### src/rtl/iob_rr_arbiter.sv
// iob_rr_arbiter
//   Shares one native-bus slave port between N_MASTERS native-bus masters
//   using round-robin arbitration with at most one transaction in flight.
//   After a master is served, the search for the next winner starts at
//   the master just after it.
//
// Optional feature (macro IOB_RR_ARBITER_TIMEOUT_EN):
//   A watchdog counts BUSY cycles without s_ready. When it expires, the
//   arbiter completes the transaction itself with m_rdata=0 and pulses
//   timeout_err together with m_ready. Without the macro there is no
//   counter, no timeout_err port, and the arbiter waits for s_ready
//   indefinitely.
//
// Ports:
//   clk          system clock
//   rst          asynchronous active-low reset
//   m_valid      per-master request valid, held until that master's m_ready
//   m_addr       per-master address (master 0 in the LSBs)
//   m_wdata      per-master write data
//   m_wstrb      per-master byte strobes (all zero = read)
//   m_rdata      registered read data, broadcast to all masters
//   m_ready      registered one-hot completion pulse to the served master
//   s_valid      slave request valid (high exactly in BUSY)
//   s_addr       slave address, muxed from master[grant]
//   s_wdata      slave write data, muxed from master[grant]
//   s_wstrb      slave strobes, muxed from master[grant]
//   s_rdata      slave read data
//   s_ready      slave completion
//   grant        index of the current or last granted master
//   busy         high while a transaction is in flight
//   timeout_err  (optional) watchdog completion flag, aligned with m_ready

module iob_rr_arbiter #(
  parameter int N_MASTERS = 2,
  parameter int ADDR_W    = 32,
  parameter int DATA_W    = 32,
  parameter int TIMEOUT_W = 8,
  localparam int GRANT_W  = (N_MASTERS > 1) ? $clog2(N_MASTERS) : 1,
  localparam int STRB_W   = DATA_W / 8
) (
  input  logic                          clk,
  input  logic                          rst,
  input  logic [N_MASTERS-1:0]          m_valid,
  input  logic [N_MASTERS*ADDR_W-1:0]   m_addr,
  input  logic [N_MASTERS*DATA_W-1:0]   m_wdata,
  input  logic [N_MASTERS*STRB_W-1:0]   m_wstrb,
  output logic [DATA_W-1:0]             m_rdata,
  output logic [N_MASTERS-1:0]          m_ready,
  output logic                          s_valid,
  output logic [ADDR_W-1:0]             s_addr,
  output logic [DATA_W-1:0]             s_wdata,
  output logic [STRB_W-1:0]             s_wstrb,
  input  logic [DATA_W-1:0]             s_rdata,
  input  logic                          s_ready,
  output logic [GRANT_W-1:0]            grant,
  output logic                          busy
`ifdef IOB_RR_ARBITER_TIMEOUT_EN
  ,
  output logic                          timeout_err
`endif
);

  typedef enum logic {
    IDLE = 1'b0,
    BUSY = 1'b1
  } state_t;

  state_t               state_q, state_d;
  logic [GRANT_W-1:0]   grant_q, grant_d;
  logic [GRANT_W-1:0]   rr_ptr_q, rr_ptr_d;
  logic [N_MASTERS-1:0] m_ready_q, m_ready_d;
  logic [DATA_W-1:0]    m_rdata_q, m_rdata_d;
  logic [GRANT_W-1:0]   pick;
  logic [GRANT_W-1:0]   next_ptr;
  logic                 any_valid;
  logic                 done;

`ifdef IOB_RR_ARBITER_TIMEOUT_EN
  // Expiry is detected one count early so that completion happens on the
  // same edge where the counter would reach its all-ones value.
  localparam logic [TIMEOUT_W-1:0] TMO_LAST = {TIMEOUT_W{1'b1}} - 1'b1;

  logic [TIMEOUT_W-1:0] tmo_cnt_q, tmo_cnt_d;
  logic                 timeout_err_q, timeout_err_d;
  logic                 tmo_hit;

  assign tmo_hit = (tmo_cnt_q == TMO_LAST);
`endif

  // Round-robin search: first requesting master at or after rr_ptr,
  // wrapping modulo N_MASTERS (works for non-power-of-two counts).
  always_comb begin
    int idx;
    idx       = 0;
    pick      = rr_ptr_q;
    any_valid = 1'b0;
    for (int i = 0; i < N_MASTERS; i++) begin
      idx = int'(rr_ptr_q) + i;
      if (idx >= N_MASTERS) idx = idx - N_MASTERS;
      if (!any_valid && m_valid[idx]) begin
        any_valid = 1'b1;
        pick      = GRANT_W'(idx);
      end
    end
  end

  // Pointer value for after the current grant completes.
  always_comb begin
    if (int'(grant_q) >= N_MASTERS - 1) next_ptr = '0;
    else                                next_ptr = grant_q + 1'b1;
  end

  always_comb begin
    state_d   = state_q;
    grant_d   = grant_q;
    rr_ptr_d  = rr_ptr_q;
    m_ready_d = '0;
    m_rdata_d = m_rdata_q;
    done      = 1'b0;
`ifdef IOB_RR_ARBITER_TIMEOUT_EN
    tmo_cnt_d     = tmo_cnt_q;
    timeout_err_d = 1'b0;
`endif
    case (state_q)
      IDLE: begin
`ifdef IOB_RR_ARBITER_TIMEOUT_EN
        tmo_cnt_d = '0;
`endif
        if (any_valid) begin
          grant_d = pick;
          state_d = BUSY;
        end
      end
      BUSY: begin
        // A real s_ready takes priority over a coincident watchdog expiry.
        if (s_ready) begin
          done      = 1'b1;
          m_rdata_d = s_rdata;
        end
`ifdef IOB_RR_ARBITER_TIMEOUT_EN
        else if (tmo_hit) begin
          done          = 1'b1;
          m_rdata_d     = '0;
          timeout_err_d = 1'b1;
        end else begin
          tmo_cnt_d = tmo_cnt_q + 1'b1;
        end
`endif
        if (done) begin
          state_d  = IDLE;
          rr_ptr_d = next_ptr;
          for (int i = 0; i < N_MASTERS; i++) begin
            m_ready_d[i] = (int'(grant_q) == i);
          end
        end
      end
      default: state_d = IDLE;
    endcase
  end

  // Reset abandons any in-flight transaction: s_valid follows state_q and
  // drops as soon as rst is asserted, and no m_ready is produced.
  always_ff @(posedge clk or negedge rst) begin
    if (!rst) begin
      state_q   <= IDLE;
      grant_q   <= '0;
      rr_ptr_q  <= '0;
      m_ready_q <= '0;
      m_rdata_q <= '0;
`ifdef IOB_RR_ARBITER_TIMEOUT_EN
      tmo_cnt_q     <= '0;
      timeout_err_q <= 1'b0;
`endif
    end else begin
      state_q   <= state_d;
      grant_q   <= grant_d;
      rr_ptr_q  <= rr_ptr_d;
      m_ready_q <= m_ready_d;
      m_rdata_q <= m_rdata_d;
`ifdef IOB_RR_ARBITER_TIMEOUT_EN
      tmo_cnt_q     <= tmo_cnt_d;
      timeout_err_q <= timeout_err_d;
`endif
    end
  end

  assign s_valid = (state_q == BUSY);
  assign busy    = (state_q == BUSY);
  assign grant   = grant_q;
  assign m_ready = m_ready_q;
  assign m_rdata = m_rdata_q;
  assign s_addr  = m_addr[grant_q*ADDR_W +: ADDR_W];
  assign s_wdata = m_wdata[grant_q*DATA_W +: DATA_W];
  assign s_wstrb = m_wstrb[grant_q*STRB_W +: STRB_W];
`ifdef IOB_RR_ARBITER_TIMEOUT_EN
  assign timeout_err = timeout_err_q;
`endif

endmodule

### config.mk
export PLATFORM = sky130hd
export DESIGN_NAME = iob_rr_arbiter
export DESIGN_NICKNAME = d
export VERILOG_FILES = /design/src/rtl/iob_rr_arbiter.sv
export SDC_FILE = /design/constraint.sdc
export NUM_CORES = 1
export LEC_CHECK = 0
export ABC_CLOCK_PERIOD_IN_PS = 1600
export BUFFER_PORTS_ARGS = -buffer_cell sky130_fd_sc_hd__buf_2
export CORE_AREA = 2 2 106 108
export DETAILED_ROUTE_END_ITERATION = 10
export DIE_AREA = 0 0 108 110
export REMOVE_ABC_BUFFERS = 1
export SLEW_MARGIN = 0
export SYNTH_ARGS = -nofsm -noshare
export SYNTH_HDL_FRONTEND = slang
export SYNTH_SLANG_ARGS = --single-unit
### constraint.sdc
create_clock -name clk -period 1.6 [get_ports clk]
set_clock_uncertainty 0.1 [all_clocks]
set_input_delay 0.32 -clock clk [delete_from_list [all_inputs] [get_ports clk]]
set_output_delay 0.32 -clock clk [all_outputs]
set_load 0.03 [all_outputs]
==> results of run 1 <==
[power by group through the flow]
stage,sequential (W),combinational [W],clock [W]
2_1_floorplan,0.00167,0.00144,0
3_3_place_gp,0.00121,0.00279,0
3_5_place_dp,0.00122,0.00281,0
4_1_cts,0.00120,0.00303,0.000862
5_1_grt,0.00122,0.00316,0.000905
6_report,0.00120,0.00301,0.000830
[stage by stage]
| stage | utilization (%) | TNS, ns |
|---|---|---|
| after global placement | 36.43 | -0.003628 |
| after detailed placement | 36.43 | -0.04658 |
| after floorplan | - | -93.47 |
| final | 39.49 | -18.85 |
| after CTS | 39.35 | -19.98 |
| after global routing | 39.49 | -22.98 |
[sequential cells by signal (all words and copies together), names as in the netlist]
register,cells
m_rdata,32
busy,1
grant,1
m_ready,2
rr_ptr_q,1
[what timing repair did]
| action | 4_1_cts | 5_1_grt |
|---|---|---|
| hold buffers | 1 | 0 |
| endpoints found under the setup margin | 68 | 69 |
| gates resized for setup | 71 | 4 |
| pin swaps | 0 | 0 |
| hold endpoints to repair | 15 | 0 |
| setup buffers | 0 | 0 |
[worst min path at each step]
stage | start | endpoint | slack, ns
final | s_rdata[5] | m_rdata[5] | 0.16
after global routing | s_rdata[29] | m_rdata[29] | 0.15
after CTS | s_rdata[5] | m_rdata[5] | 0.15
after detailed placement | rst | m_rdata[30] | 0.17
after global placement | rst | m_rdata[30] | 0.16
after floorplan | rst | busy | -0.08
[worst register-to-register path: cells and delay by family, from the launching register on]
| family | cells | cell delay [ns] |
|---|---|---|
| flip-flops | 1 | 0.41 |
| multiplexers | 1 | 0.35 |
| buffers and inverters | 1 | 0.17 |
| AND/OR/NAND/NOR | 1 | 0.10 |
[layer usage]
metal	wire length [um]	vias up	GRT usage (%)	share of wire, %
met2	4513	140	24.62	50
met1	3107	1116	14.58	34
met5	52	-	0	0.58
li1	-	1138	-	-
met4	191	8	4.212	2.1
met3	1178	22	7.525	13
[final cells by class]
type,instances,area [um^2],area share (%)
Clock buffer,6,82.58,1.955
Clock inverter,2,37.54,0.8886
Multi-Input combinational cell,109,1313,31.07
Sequential cell,37,927.1,21.95
Tap cell,140,175.2,4.147
Timing Repair Buffer,284,1689,39.99
[logic make-up (layout without fill, tap and decap cells)]
family / Yosys count / in the layout / synth area share (%)
buffers and inverters: 12 / 292 / 3.523
flip-flops: 37 / 37 / 40.11
AND/OR/NAND/NOR: 6 / 6 / 1.951
AO/OA/AOI/OAI: 3 / 3 / 1.084
multiplexers: 100 / 100 / 53.33
[layout by cell type (no fill, tap or decap), types with 2 or more instances in the layout]
master    instances
buf_6             4
clkbuf_8          6
buf_12            5
and2b_1           2
buf_2           209
dfrtp_1          36
mux2_4           31
buf_4            65
mux2_2           69
==> results.md, run 1 <==
* Switching Fraction at 41.48%
* Vias/cell at 4.194
* CP Buf/Inv Count at 2
* Maximum fanout along the worst path at 37
* Failing checks: negative setup slack
* CTS tree: built
* Arr. time, crit path at 1.49 ns
* Register area share after synthesis at 40.11%
* Synth Flop Type: dfrtp_1
* Path length in cells of the critical path at 3
* First-pass detailed-route iteration total at 4
* Core outline area at 10,700 um^2
* Hold Worst Slack at 0.1643 ns
* DR iter-0 viols at 50
* Final Hold Vio Count at 0
* Max incr delay on CP at 0.41 ns
* Hpwl dp at 7695 um
* ANT nets after route at 0
* Largest net degree at the start of global routing at 38
* Layout cell share with drive strength beyond 1 at 89.73%
* Hold path cells at 2
* Placed inst area at 3897 um^2
* Post-place setup slack at -0.01994 ns
* Leak Pwr at 2.292 nW
* R2R cell count at 3
* # nets final at 610
* Setup crit end: s_addr[0]
* Final Critical Period at 1.909 ns
* Vias in the first global route at 2,438
* Crit path launch: grant
* Cell Rows at 38
* Chip width at 108 um
* Post-Syn Area at 2308 um^2
* ANT cells at 0
* Total power at 0.005045 W
* VDD IR max at 568.5 uV
* Outcome: finished with violations
* Worst-path clk slew at 0.07 ns
* Hold Path Class: input port to register
* Clock Power Share at 16.4%
* Drt total wl at 9043 um
* Synth unique cells at 14
* Routed wire per std cell at 15.65 um
* Worst Tran Pin Value at 0.3859 ns
* R2R Path End: m_rdata[22]
* Asr flop ratio synth at 100.0%
* TritonCTS buffer count at 5
* Worst-Skew Late Latency at 0.28 ns
* RSZ-0062 raised after global routing: true
* Critical Path RT at 1.18 ns
* DRC viols at 0
* Internal power at 0.002952 W
* Starting Density at 21.58%
* Fillers at 1,095
* Placed Cells at 569
* Yosys top cell by area: dfrtp_1
* CP cell instances: buf_12 > mux2_2 > buf_4
* Total grt overflow at 0
* PD cells at 1194 nW/um^2
* Top delay family on crit path: flip-flops
* YS warnings at 0
* Final setup vio count at 68
* Fin. max-slew vios at 0
* Combinational share of power at 59.7%
* Reg2reg setup slack at 0.35 ns
* I/O Pins at 278
* RePlAce Congestion at 0.8215
* RR Startpoint: busy
* Fin area at 4224 um^2
* CP max stage cell: dfrtp_2
* Clock Path Buffers at 2
* Clk root buf: clkbuf_8
* Fin crit share at 119.3%
* Die area at 11,880 um^2
* Synth Area per Inst at 14.61 um^2
* Leading post-synthesis cells by cell area: dfrtp_1 40%, mux2_2 35%, mux2_4 18%, buf_2 1.7%, buf_6 1.5%
* Gate Count Post-Synth at 158
* WS Path Type: register to output port
* Gr usage total at 14.05%
* Post-route insts no fill at 578
* First-pass GRT wire length at 12,740 um
* Fin worst setup slack at -0.3092 ns
* CTS sink cnt at 37
* Worst slew margin at 74.28%
* Max Fclk at 0.5238 GHz
* CTS H-tree depth at 2
* Type of origin of the critical path: register
* Initial antenna violation count at 4
* Post-synth top cells: 72 x mux2_2, 37 x dfrtp_1, 28 x mux2_4, 8 x buf_2, 3 x buf_6
* Max-Cap Viols at 0
* Share of power burned in registers at 23.8%
* Most frequent cell after synthesis: mux2_2
* Seq cells post-synth at 37
* CP endpoint kind: output port
* Share of the synthesized area in the top cell type at 40.11%
* P_sw at 0.002093 W
* Port Buffers at 277
* Via count at 2,424
* Post-synth EDFFs at 0
* Area Growth Syn to Fin at 82.98%
* Die H at 110 um
No activity file was read; power rests on OpenSTA's default activity.
==> inputs of run 2 (changes only) <==
==> constraint.sdc (replaced) <==
create_clock -name clk -period 1.6 [get_ports clk]
set_clock_uncertainty 0.1 [all_clocks]
set_input_delay 0.08 -clock clk [delete_from_list [all_inputs] [get_ports clk]]
set_output_delay 0.08 -clock clk [all_outputs]
set_load 0.03 [all_outputs]
==> run 2 against run 1 <==
Net effect: the flow still finishes with violations (negative setup slack); non-clock buffer count increased by 45; clock power decreased by 0.7%; die area unchanged; final area increased by 16%; global-route usage increased by 0.88 points; core utilization increased by 6.4 points; combinational power increased by 18%; worst setup slack improved by 0.24 ns; register-to-register slack got worse by 0.09 ns; sequential share of layout area decreased by 3.1 points; critical path type unchanged.
==> results.md, run 2 (synthesis gave the netlist of run 1 again) <==
* Worst-path clk slew at 0.07 ns (about the same)
* Outcome: finished with violations
* Most frequent cells in the layout: 209 x buf_2, 64 x mux2_2, 43 x buf_6
* Via count at 2,629 (+8.5%)
* Initial antenna violation count at 2 (-2)
* DRC viols at 0 (unchanged)
* Max Fclk at 0.5978 GHz (+14%)
* Clock Power Share at 14.7% (-1.7 points)
* Fin worst setup slack at -0.07285 ns (+0.2364 ns)
* Switching Fraction at 40.21% (-1.3 points)
* Internal power at 0.003341 W (+13%)
* Worst-Skew Late Latency at 0.28 ns (about the same)
* Crit path launch: grant
* CP cell instances: buf_12 > buf_12 > mux2_2 > buf_4
* Worst slew margin at 59.18% (-15 points)
* First-pass detailed-route iteration total at 4 (unchanged)
* Final Critical Period at 1.673 ns (-0.2364 ns)
* Maximum fanout along the worst path at 9 (-76%)
* CP endpoint kind: output port
* Post-route insts no fill at 623 (+7.8%)
* CTS H-tree depth at 2 (unchanged)
* Max-Cap Viols at 0 (unchanged)
* Clk root buf: clkbuf_8
* Clock Path Buffers at 2 (unchanged)
* Largest net degree at the start of global routing at 39 (+2.6%)
* VDD IR max at 574.7 uV (+1.1%)
* # nets final at 655 (+7.4%)
* Max incr delay on CP at 0.39 ns (-0.02 ns)
* Drt total wl at 10,470 um (+16%)
* Worst Tran Pin Value at 0.6123 ns (+0.2264 ns)
* Leak Pwr at 2.598 nW (+13%)
* First-pass GRT wire length at 13,630 um (+7.0%)
* Die H at 110 um (unchanged)
* Fin crit share at 104.6% (-15 points)
* Type of origin of the critical path: register
* Die area at 11,880 um^2 (unchanged)
* Failing checks: negative setup slack
* Arr. time, crit path at 1.49 ns (about the same)
* Vias in the first global route at 2,620 (+7.5%)
* WS Path Type: register to output port
* WL met2 at 5308 um (+18%)
* Hpwl dp at 7765 um (+0.91%)
* Final Hold Vio Count at 0 (unchanged)
* Post-route met1 wirelength at 3997 um (+29%)
* CTS sink cnt at 37 (unchanged)
* ANT cells at 0 (unchanged)
* P_sw at 0.002247 W (+7.3%)
* Routed wire per std cell at 16.81 um (+7.4%)
* Fin. max-slew vios at 0 (unchanged)
* Largest register FFs at 32 (unchanged)
* Gr usage total at 14.93% (+0.88 points)
* Combinational share of power at 63.7% (+4.0 points)
* Hold Path Class: input port to register
* CTS tree: built
* ANT nets after route at 0 (unchanged)
* Final TNS setup at -3.050 ns (+15.80 ns)
* Starting Density at 21.58% (unchanged)
* Core outline area at 10,700 um^2 (unchanged)
* Final setup vio count at 68 (unchanged)
* Layout cell share with drive strength beyond 1 at 83.64% (-6.1 points)
* Area Growth Syn to Fin at 112.7%
* Total grt overflow at 0 (unchanged)
* Uppermost layer routed: met5
* Chip width at 108 um (unchanged)
* RePlAce Congestion at 0.8205 (-0.12%)
* CP max stage cell: dfrtp_2
* Placed Cells at 570 (+0.18%)
* I/O Pins at 278 (unchanged)
* Critical Path RT at 1.42 ns (+0.24 ns)
* Share of power burned in registers at 21.6% (-2.2 points)
* Fillers at 986 (-10%)
* TritonCTS buffer count at 5 (unchanged)
* Met3 routed WL at 989 um (-16%)
* Cell Rows at 38 (unchanged)
* Port Buffers at 277 (unchanged)
* Commonest non-fill, non-tap cell in the layout: buf_2
* RR Startpoint: grant
* DR iter-0 viols at 83 (+66%)
* RSZ-0062 raised after global routing: true
* Cell mode on critical path: buf_12
* PD cells at 1138 nW/um^2 (-4.7%)
* Critical hold path startpoint: s_ready
* Vias/cell at 4.220 (+0.62%)
## run 2: cell types whose count changed in the layout (fill, tap and decap cells not counted), moves of 2 or more
cell and delta:
clkbuf_16 +4, dlygate4sd3_1 +34, buf_4 -35, mux2_4 +5, mux2_2 -5, buf_6 +39
buf_8 +2
## run 2: cell type report
type	instances	area [um^2]	area share, %
well taps	140	175.2	3.568
multi-input cells	109	1331	27.12
repair buffers	329	2356	47.99
clock inverters	2	37.54	0.7645
clock buffers	6	82.58	1.682
flip-flops and latches	37	927.1	18.88
## run 2: power by group through the flow
stage | Clock (W) | Sequential [W] | Combinational [W]
after global placement | 0 | 0.00121 | 0.00279
after global routing | 0.000913 | 0.00123 | 0.00371
final | 0.000824 | 0.00120 | 0.00356
after detailed placement | 0 | 0.00122 | 0.00281
after floorplan | 0 | 0.00167 | 0.00144
after CTS | 0.000864 | 0.00121 | 0.00309
## run 2: what timing repair did
| action | CTS | global route |
|---|---|---|
| hold endpoints to repair | 60 | 0 |
| hold buffers | 35 | 0 |
| gates cloned | 0 | 6 |
| setup endpoints to repair | 68 | 68 |
| buffers inserted | 0 | 4 |
| resized for setup | 70 | 51 |
## run 2: path summary, 6_finish.rpt
kind                               to  slack [ns]  cells past startpoint
max                        s_addr[26]       -0.07                      4
min                        m_ready[1]        0.02                      2
max reg2reg                  rr_ptr_q        0.26                      5
min reg2reg                  rr_ptr_q        0.39                      1
max in group asynchronous  m_rdata[1]        0.54                      3
min in group asynchronous  m_rdata[3]        0.27                      2
## run 2: metal layers
| layer | vias to the layer above | track usage (%) |
|---|---|---|
| met3 | 16 | 5.879 |
| met2 | 136 | 26.42 |
| met1 | 1245 | 16.87 |
| met5 | - | 0 |
| met4 | 4 | 3.755 |
| li1 | 1228 | - |
## run 2: critical path: cells and delay by family (launching register included)
family   cells  cell delay [ns]
mux          1             0.36
buf+inv      3             0.47
flops        1             0.39
## run 2: metrics by stage
step                      cell area [um^2]  setup WS (ns)  total power [W]  hold WS [ns]  util, %
final                                 4910       -0.07285         0.005588       0.01754    45.89
after global routing                  4910        -0.1225         0.005848       0.02468    45.89
after CTS                             4553       -0.09135         0.005162      0.007304    42.56
after detailed placement              3905         0.2179         0.004033       0.02645    36.50
after global placement                3905         0.2327         0.004002       0.01392    36.50
after floorplan                       2227        -0.9800         0.003113       -0.3156        -
